[src/rtl/uart_tx_fifo_pkg.sv]
// Shared UART definitions: transmitter state encoding and default framing constants.
package uart_tx_fifo_pkg;

   localparam int UART_CLKS_PER_BIT = 4;
   localparam int UART_DATA_W       = 8;

   typedef enum logic [1:0] {
      IDLE  = 2'd0,
      START = 2'd1,
      DATA  = 2'd2,
      STOP  = 2'd3
   } tx_state_e;

endpackage

[src/rtl/uart_tx_fifo_mem.sv]
// Synchronous circular-buffer FIFO with occupancy count.
// The head entry is always visible on rd_data; a pop in the same cycle as a
// write to a full FIFO frees the slot, so the write is accepted.
module uart_tx_fifo_mem
   import uart_tx_fifo_pkg::*;
#(
   parameter int DEPTH = 4,
   parameter int WIDTH = UART_DATA_W,
   localparam int AW   = $clog2(DEPTH),
   localparam int LW   = AW + 1
) (
   input  logic             clk,
   input  logic             reset,
   input  logic             wr_en,
   input  logic [WIDTH-1:0] wr_data,
   input  logic             rd_en,
   output logic [WIDTH-1:0] rd_data,
   output logic [LW-1:0]    level,
   output logic             full,
   output logic             empty,
   output logic             overflow
);

   logic [WIDTH-1:0] mem_q [DEPTH];
   logic [AW-1:0]    wr_ptr_q, rd_ptr_q;
   logic [LW-1:0]    count_q, count_d;
   logic             overflow_q;
   logic             push, pop;

   assign empty    = (count_q == '0);
   assign full     = (count_q == LW'(DEPTH));
   assign level    = count_q;
   assign overflow = overflow_q;
   assign rd_data  = mem_q[rd_ptr_q];

   // Accept/pop qualification and next occupancy.
   always_comb begin
      pop  = rd_en & ~empty;
      push = wr_en & (~full | pop);
      case ({push, pop})
         2'b10:   count_d = count_q + 1'b1;
         2'b01:   count_d = count_q - 1'b1;
         default: count_d = count_q;
      endcase
   end

   // Pointers, count and overflow pulse; pointers wrap naturally at DEPTH.
   always_ff @(posedge clk) begin
      if (!reset) begin
         wr_ptr_q   <= '0;
         rd_ptr_q   <= '0;
         count_q    <= '0;
         overflow_q <= 1'b0;
      end else begin
         if (push) wr_ptr_q <= wr_ptr_q + 1'b1;
         if (pop)  rd_ptr_q <= rd_ptr_q + 1'b1;
         count_q    <= count_d;
         overflow_q <= wr_en & full & ~pop;
      end
   end

   // Storage array; contents need no reset since the count gates every read.
   always_ff @(posedge clk) begin
      if (push) mem_q[wr_ptr_q] <= wr_data;
   end

endmodule

[src/rtl/uart_tx_fifo.sv]
// UART transmitter fed from a small byte FIFO.
//
// state | meaning
// IDLE  | line high, waiting for a queued byte
// START | start bit (low) for CLKS_PER_BIT cycles
// DATA  | 8 data bits, CLKS_PER_BIT cycles each
// STOP  | STOP_BITS stop bits (high); pops the next byte on its last cycle
module uart_tx_fifo
   import uart_tx_fifo_pkg::*;
#(
   parameter int CLKS_PER_BIT = UART_CLKS_PER_BIT,
   parameter int DEPTH        = 4,
   parameter int MSB_FIRST    = 1,
   parameter int STOP_BITS    = 1
) (
   input  logic                   clk,
   input  logic                   reset,
   input  logic                   enable,
   input  logic [7:0]             byte_in,
   output logic                   bit_out,
   output logic                   busy,
   output logic                   full,
   output logic [$clog2(DEPTH):0] level,
   output logic                   overflow
);

   localparam int              SUB_W     = (CLKS_PER_BIT > 1) ? $clog2(CLKS_PER_BIT) : 1;
   localparam logic [SUB_W-1:0] SUB_LAST  = SUB_W'(CLKS_PER_BIT - 1);
   localparam logic [2:0]       STOP_LAST = 3'(STOP_BITS - 1);

   tx_state_e        state_q, state_d;
   logic [7:0]       shift_q, shift_d;
   logic [2:0]       bit_cnt_q, bit_cnt_d;
   logic [SUB_W-1:0] sub_cnt_q, sub_cnt_d;
   logic             bit_out_q, bit_out_d;
   logic             pop, empty, sub_end;
   logic [7:0]       head;

   uart_tx_fifo_mem #(
      .DEPTH (DEPTH),
      .WIDTH (8)
   ) u_mem (
      .clk      (clk),
      .reset    (reset),
      .wr_en    (enable),
      .wr_data  (byte_in),
      .rd_en    (pop),
      .rd_data  (head),
      .level    (level),
      .full     (full),
      .empty    (empty),
      .overflow (overflow)
   );

   assign sub_end = (sub_cnt_q == SUB_LAST);
   assign bit_out = bit_out_q;
   assign busy    = (state_q != IDLE) | (level != '0);

   // Next state, shifter and the registered line value; the line is computed
   // one cycle ahead so bit_out comes straight from a flop.
   always_comb begin
      state_d   = state_q;
      shift_d   = shift_q;
      bit_cnt_d = bit_cnt_q;
      bit_out_d = bit_out_q;
      pop       = 1'b0;
      sub_cnt_d = sub_end ? '0 : sub_cnt_q + 1'b1;
      case (state_q)
         IDLE: begin
            sub_cnt_d = '0;
            bit_out_d = 1'b1;
            if (!empty) begin
               pop       = 1'b1;
               shift_d   = head;
               bit_cnt_d = '0;
               state_d   = START;
               bit_out_d = 1'b0;
            end
         end
         START: begin
            if (sub_end) begin
               state_d   = DATA;
               bit_cnt_d = '0;
               bit_out_d = (MSB_FIRST != 0) ? shift_q[7] : shift_q[0];
            end
         end
         DATA: begin
            if (sub_end) begin
               if (bit_cnt_q == 3'd7) begin
                  state_d   = STOP;
                  bit_cnt_d = '0;
                  bit_out_d = 1'b1;
               end else begin
                  shift_d   = (MSB_FIRST != 0) ? {shift_q[6:0], 1'b0} : {1'b0, shift_q[7:1]};
                  bit_cnt_d = bit_cnt_q + 1'b1;
                  bit_out_d = (MSB_FIRST != 0) ? shift_d[7] : shift_d[0];
               end
            end
         end
         STOP: begin
            if (sub_end) begin
               if (bit_cnt_q == STOP_LAST) begin
                  if (!empty) begin
                     pop       = 1'b1;
                     shift_d   = head;
                     bit_cnt_d = '0;
                     state_d   = START;
                     bit_out_d = 1'b0;
                  end else begin
                     state_d   = IDLE;
                     bit_out_d = 1'b1;
                  end
               end else begin
                  bit_cnt_d = bit_cnt_q + 1'b1;
               end
            end
         end
         default: begin
            state_d   = IDLE;
            bit_out_d = 1'b1;
         end
      endcase
   end

   // State and datapath registers; reset aborts any frame with the line high.
   always_ff @(posedge clk) begin
      if (!reset) begin
         state_q   <= IDLE;
         shift_q   <= '0;
         bit_cnt_q <= '0;
         sub_cnt_q <= '0;
         bit_out_q <= 1'b1;
      end else begin
         state_q   <= state_d;
         shift_q   <= shift_d;
         bit_cnt_q <= bit_cnt_d;
         sub_cnt_q <= sub_cnt_d;
         bit_out_q <= bit_out_d;
      end
   end

endmodule

[config.mk]
export PLATFORM = sky130hd
export DESIGN_NAME = uart_tx_fifo
export DESIGN_NICKNAME = d
export VERILOG_FILES = /design/src/rtl/uart_tx_fifo_pkg.sv /design/src/rtl/uart_tx_fifo_mem.sv /design/src/rtl/uart_tx_fifo.sv
export SDC_FILE = /design/constraint.sdc
export NUM_CORES = 1
export LEC_CHECK = 0
export ABC_AREA = 1
export BUFFER_PORTS_ARGS = -buffer_cell sky130_fd_sc_hd__clkbuf_2
export CELL_PAD_IN_SITES_DETAIL_PLACEMENT = 1
export CELL_PAD_IN_SITES_GLOBAL_PLACEMENT = 1
export CORE_MARGIN = 5
export CORE_UTILIZATION = 47
export DETAILED_ROUTE_END_ITERATION = 8
export GPL_TIMING_DRIVEN = 0
export PLACE_DENSITY = 0.82
export SKIP_CTS_REPAIR_TIMING = 1
export SLEW_MARGIN = 10
export SYNTH_ARGS = -nofsm -noshare
export SYNTH_HDL_FRONTEND = slang
export SYNTH_HIERARCHICAL = 1
export SYNTH_SLANG_ARGS = --single-unit
[constraint.sdc]
create_clock -name clk -period 3 [get_ports clk]
set_clock_uncertainty 0.1 [all_clocks]
set_input_delay 0.15 -clock clk [delete_from_list [all_inputs] [get_ports clk]]
set_output_delay 0.15 -clock clk [all_outputs]
set_load 0.02 [all_outputs]
Word level (Yosys, flattened, before mapping). Memories as Yosys holds them, arrays and structs flattened. A register that Yosys moved wholly into a read port is not among the register bits. Cells that the tools add are included.

Add/sub/neg operators: 6. Eq/ne operators: 15. Mux-type cells: 37. Bitwise gates (word level): 10. Reduce and logical (&&, ||, !) cells: 12.

Operators by type and width (count): $mux W8 (5); $pmux W8 S3 (1); $mux W3 (6); $mux W2 (8); $ne A2 B2 Y1 const B (7); $mux W1 (12); $pmux W3 S4 (1); $eq A2 B2 Y1 const B (4); $pmux W2 S4 (1); $add A2 B1 Y2 const B (3); $add A3 B1 Y3 const B (2); $eq A3 B3 Y1 const B (2); $logic_not A3 Y1 (2); $pmux W3 S2 (1); $reduce_and A6 Y1 (1); $reduce_bool A3 Y1 (2); $reduce_and A5 Y1 (1); $and A1 B1 Y1 (4); $eq A2 B1 Y1 const B (2); $not A1 Y1 (4); $pmux W1 S4 (1); $reduce_and A4 Y1 (1); $reduce_bool A2 Y1 (2); $reduce_and A3 Y1 (1); 5 further kinds (6).

Register bits after elaboration: 24. Memory bits (writable): 32. Input bits: 11. Output and inout port bits: 7. Word-level logic and storage cells: 90. Memories kept: 1.

Memories: u_mem.mem_q (depth 4, width 8, rd ports 1, clocked after memory_dff 1, wr ports 1, RTL line uart_tx_fifo_mem.sv:24) `logic [WIDTH-1:0] mem_q [DEPTH];`.

Longest topological paths before layout.
Word-level depth: 10. Mapped depth: 15.

By module. The synthesis kept the hierarchy.

By module, submodules not included: uart_tx_fifo_mem (times used 1, cells an instance 145, area each 1714.1 um2, sequential area each 1161.1 um2); uart_tx_fifo (times used 1, cells an instance 161, area each 1147.4 um2, sequential area each 320.3 um2).

Worst setup path after synthesis. OpenSTA, ideal clock, no wires.

Path kind: register to register. Start point: reg state_q[0]. End point: reg u_mem.count_q[2], in the netlist u_mem/level[2]. Library setup time: 0.115 ns. Data arrival time: 2.121 ns. Data required time: 2.785 ns. Path slack: 0.664 ns. Stages on the path, launching flop included: 14. Buffers on the path: 0. Cell sequence: dfxtp_1 > inv_1 > ha_1 > inv_1 > nand2_1 > a21oi_1 > nand2_4 > inv_4 > nand2_4 > fa_1 > inv_1 > nand4_1 > a21oi_1 > nor2_1.

Word-level cells in the longest chain between the ends: 7. Elaborated cells on any way between the ends: 10. Those cells by class: eq/ne: 3; mux: 2; bitwise: 3; reduce/logical: 2.

RTL lines: from (decl) (RTL line uart_tx_fifo.sv:31) `tx_state_e state_q, state_d;`; from (signal assigned) (RTL line uart_tx_fifo.sv:134) `state_q <= state_d;`; $eq A2 B2 Y1 / $logic_not A2 Y1 (equally long branches) (RTL line uart_tx_fifo.sv:68) `case (state_q)`; $pmux W1 S2 (*) (RTL line uart_tx_fifo.sv:68); via pop (RTL line uart_tx_fifo.sv:36) `logic pop, empty, sub_end;`; $and A1 B1 Y1 (*) (RTL line uart_tx_fifo_mem.sv:38) `pop = rd_en & ~empty;`; $or A1 B1 Y1 (RTL line uart_tx_fifo_mem.sv:39) `push = wr_en & (~full | pop);`; $and A1 B1 Y1 (RTL line uart_tx_fifo_mem.sv:39); $eq A2 B1 Y1 / $eq A2 B2 Y1 (equally long branches) (RTL line uart_tx_fifo_mem.sv:40) `case ({push, pop})`; $pmux W3 S2 / $reduce_bool A2 Y1 (equally long branches); to (signal assigned) (RTL line uart_tx_fifo_mem.sv:57) `count_q <= count_d;`; to (decl) (RTL line uart_tx_fifo_mem.sv:26) `logic [LW-1:0] count_q, count_d;`.

The timed path passes the listed nets; every way through them passes the cells marked *. A chain may end at the register's enable or synchronous reset.

Final worst setup path. Same ends and word-level chain as after synthesis.

==> flow_metrics.py <==
metrics = {
    "clocking": {
        "cts.htree.levels": 3,
        "numCtsBuffers": 9,
        "cts_sinks": 58,
        "clk_path_buf_depth": 2,
        "path_clk_slew_ps": 70,
        "clkLatencyLatePin_ps": 330,
        "cts-root-buf": "clkbuf_8",
        "cts_tree": "done",
    },
    "grt": {
        "antenna_found_initial": 0,
        "grt_first_pass_wirelength_mm": 11.3,
        "gr-total-overflow": 0,
        "grt_pass1_vias": 2306,
        "grt_usage_pct": 19.4,
        "grt_max_degree": 13,
    },
    "placement": {
        "placedCellCount": 398,
        "dp_hpwl_mm": 4.63,
        "io_buffers": 17,
        "place.gp.congestion": 0.829,
        "placedInstanceArea_sq_um": 3040,
    },
    "synth": {
        "synthAdderAreaFrac_pct": 7.26,
        "synthMuxAreaShare_pct": 0,
        "yosys_register_bits": 58,
        "synth_fp_nets": 333,
        "synth-simple-area-share_pct": 23.2,
        "synth-compound-area-share_pct": 10.6,
        "yosysWarningCount": 6,
        "synth_top_family_by_area": "simple AND/OR/NAND/NOR gates",
        "synth_cell_type_count": 29,
        "syn_inst": 306,
        "syn-cell-area_sq_um": 2860,
        "synth.avg_cell_area_sq_um": 9.35,
        "synth_xor_xnor_area_share_pct": 0,
        "seq_area_frac_synth_pct": 51.8,
    },
    "die": {
        "pin_count": 18,
        "start_util_pct": 48.3,
        "die_w_microns": 88.0,
        "core_area_sq_um": 5920,
        "die_area_sq_um": 7750,
        "row_count": 28,
        "die_y_microns": 88.0,
    },
    "job": {
        "cap_violations": 0,
    },
    "setup_path": {
        "reg2regPathDepth": 13,
        "cpPeakStageDelay_ps": 450,
        "cp-end-kind": "flip-flop",
        "path_cells": "inv_1 > ha_1 > inv_1 > nand2_1 > a21oi_2 > nand2_4 > inv_4 > nand2_4 > fa_1 > inv_1 > nand4_1 > a21oi_1 > nor2_1",
        "cp_max_fo": 6,
        "critical_path_required_ps": 3130,
        "worstPathArrival_ps": 2850,
        "cp-start-kind": "flip-flop",
        "path_class": "flip-flop to flip-flop",
        "crit_top_cell": "inv_1",
        "critPathSlowestCell": "dfxtp_1",
    },
    "cells_and_area": {
        "final_nets": 369,
        "drive_gt1_share_pct": 24.8,
        "finalInstanceArea_sq_um": 3350,
        "diodes": 0,
        "instances_no_fill": 422,
        "area_growth_pct": 17.1,
    },
    "sta": {
        "max_freq_ghz": 0.367,
        "tns_ps": 0,
        "period_minus_slack_ps": 2720,
        "slew_headroom_pct": 64.5,
        "slew_violations": 0,
        "period_share_pct": 90.7,
        "tightest_slew_ps": 532,
        "setup_viol_count_final": 0,
        "rsz0062_at_grt": "no",
        "hold_viol_final": 0,
    },
    "drt": {
        "avgViaCountPerCell": 5.25,
        "avgRoutedWirePerCell_microns": 16.2,
        "ant_nets": 0,
        "num_vias": 2215,
        "first_iter_violations": 76,
        "drtPass1Iterations": 4,
        "drc_errors": 0,
        "wirelength_mm": 6.85,
    },
    "pwr": {
        "ir_drop_uv": 546,
        "leakagePower_uw": 0.00143,
        "power_density_nw_per_um2": 976,
    },
    "hold_path": {
        "hold_path_depth": 3,
        "hp-class": "primary input to flip-flop",
    },
    "outcome": {
        "status": "complete, no violations",
    },
}
## synth_stat cells
master,n,area [sq um]
dfxtp_1,26,521
edfxtp_1,32,961
buf_12,1,20.0
nand2_4,3,33.8
buf_2,2,10.0
buf_6,2,22.5
nand4_1,7,43.8
a31oi_1,1,6.26
and2_4,1,8.76
clkbuf_1,1,3.75
nor2_4,3,33.8
inv_1,28,105
ha_1,15,188
nor3_1,1,5.00
nand2_2,7,43.8
nor2_1,34,128
inv_4,1,6.26
o21ai_0,18,90.1
nand2_1,39,146
a21boi_1,8,60.1
o21bai_2,1,11.3
inv_2,10,37.5
nand3_1,21,105
o21ai_1,5,25.0
nand3_2,1,10.0
nor2_2,17,106
fa_1,1,20.0
o22ai_1,8,50.1
a21oi_1,12,60.1
## metrics by stage
step	power (uW)	worst slack [ps]	utilization, %	hold slack (ps)
2_1_floorplan	2110	664	-	149
3_3_place_gp	2370	196	51.4	266
3_5_place_dp	2450	36.6	51.4	278
4_1_cts	3280	-3.72	55.0	-87.9
5_1_grt	3500	128	56.6	36.5
6_report	3270	278	56.6	49.0
## final cells by class
cell class                 count  area, sq um
timing repair buffer          25          165
buffer                         6         56.3
clock inverter                 7         92.6
multi-input combinational    203         1190
clock buffer                   9          124
tap                           75         93.8
fill                         697         2570
inverter                      39          149
sequential                    58         1480
## routing by layer
layer	GRT usage [%]	vias to the layer above	wire length [microns]
met2	31.8	37	3410
met1	23.9	1074	3060
met3	5.83	13	256
met4	8.24	0	127
met5	0	-	0
li1	-	1091	-
## power by group
part           switching [uW]  leakage [uW]  internal [uW]  total [uW]
clock                     339      0.000103            466         805
combinational             882      0.000815            500        1380
sequential                105      0.000507            980        1080
## cells by family (layout without fill, tap and decap cells)
group | count (synthesis) | after routing
adders and majority gates | 16 | 16
and+or+nand+nor | 134 | 134
DFF | 58 | 58
buffers and inverters | 45 | 86
AOI/OAI and AO/OA | 53 | 53
## path summary, 6_finish.rpt
kind	startpoint	to	slack [ps]
max reg2reg	state_q[0]	u_mem/level[2]	280
min reg2reg	sub_cnt_q[0]	sub_cnt_q[0]	320
min	enable	u_mem/overflow	50
max	state_q[0]	u_mem/level[2]	280
## flip-flops by register name, indices dropped and copies added, names as in the netlist, named ones only
signal,flops
sub_cnt_q,2
bit_out,1
u_mem/rd_ptr_q,2
u_mem/wr_ptr_q,2
bit_cnt_q,3
shift_q,8
u_mem/level,3
u_mem/overflow,1
state_q,2
u_mem/mem_q,32
## cell usage in the layout, fill, tap and decap left out, types with 2 or more instances in the layout
cell	instances
dlygate4sd3_1	8
edfxtp_1	32
clkinvlp_4	2
o21ai_1	5
clkbuf_8	9
a21boi_1	8
a21oi_1	11
nand2_2	7
bufinv_16	2
ha_1	15
dfxtp_1	26
nor2_2	21
buf_2	2
o22ai_1	8
nand2_4	3
inv_1	28
nand3_1	21
buf_6	2
nor2_4	3
inv_2	10
nor2_1	30
clkbuf_2	17
nand2_1	39
nand4_1	7
o21ai_0	18
## worst max-delay path, delay by kind of cell, from the launching register on
family | cells | cell delay (ps)
AO/OA/AOI/OAI | 2 | 420
adder cells (fa/ha/maj) | 2 | 700
buffers and inverters | 4 | 440
flip-flops | 1 | 450
AND/OR/NAND/NOR | 5 | 510
Note: power is estimated with default switching activity, not from simulation.
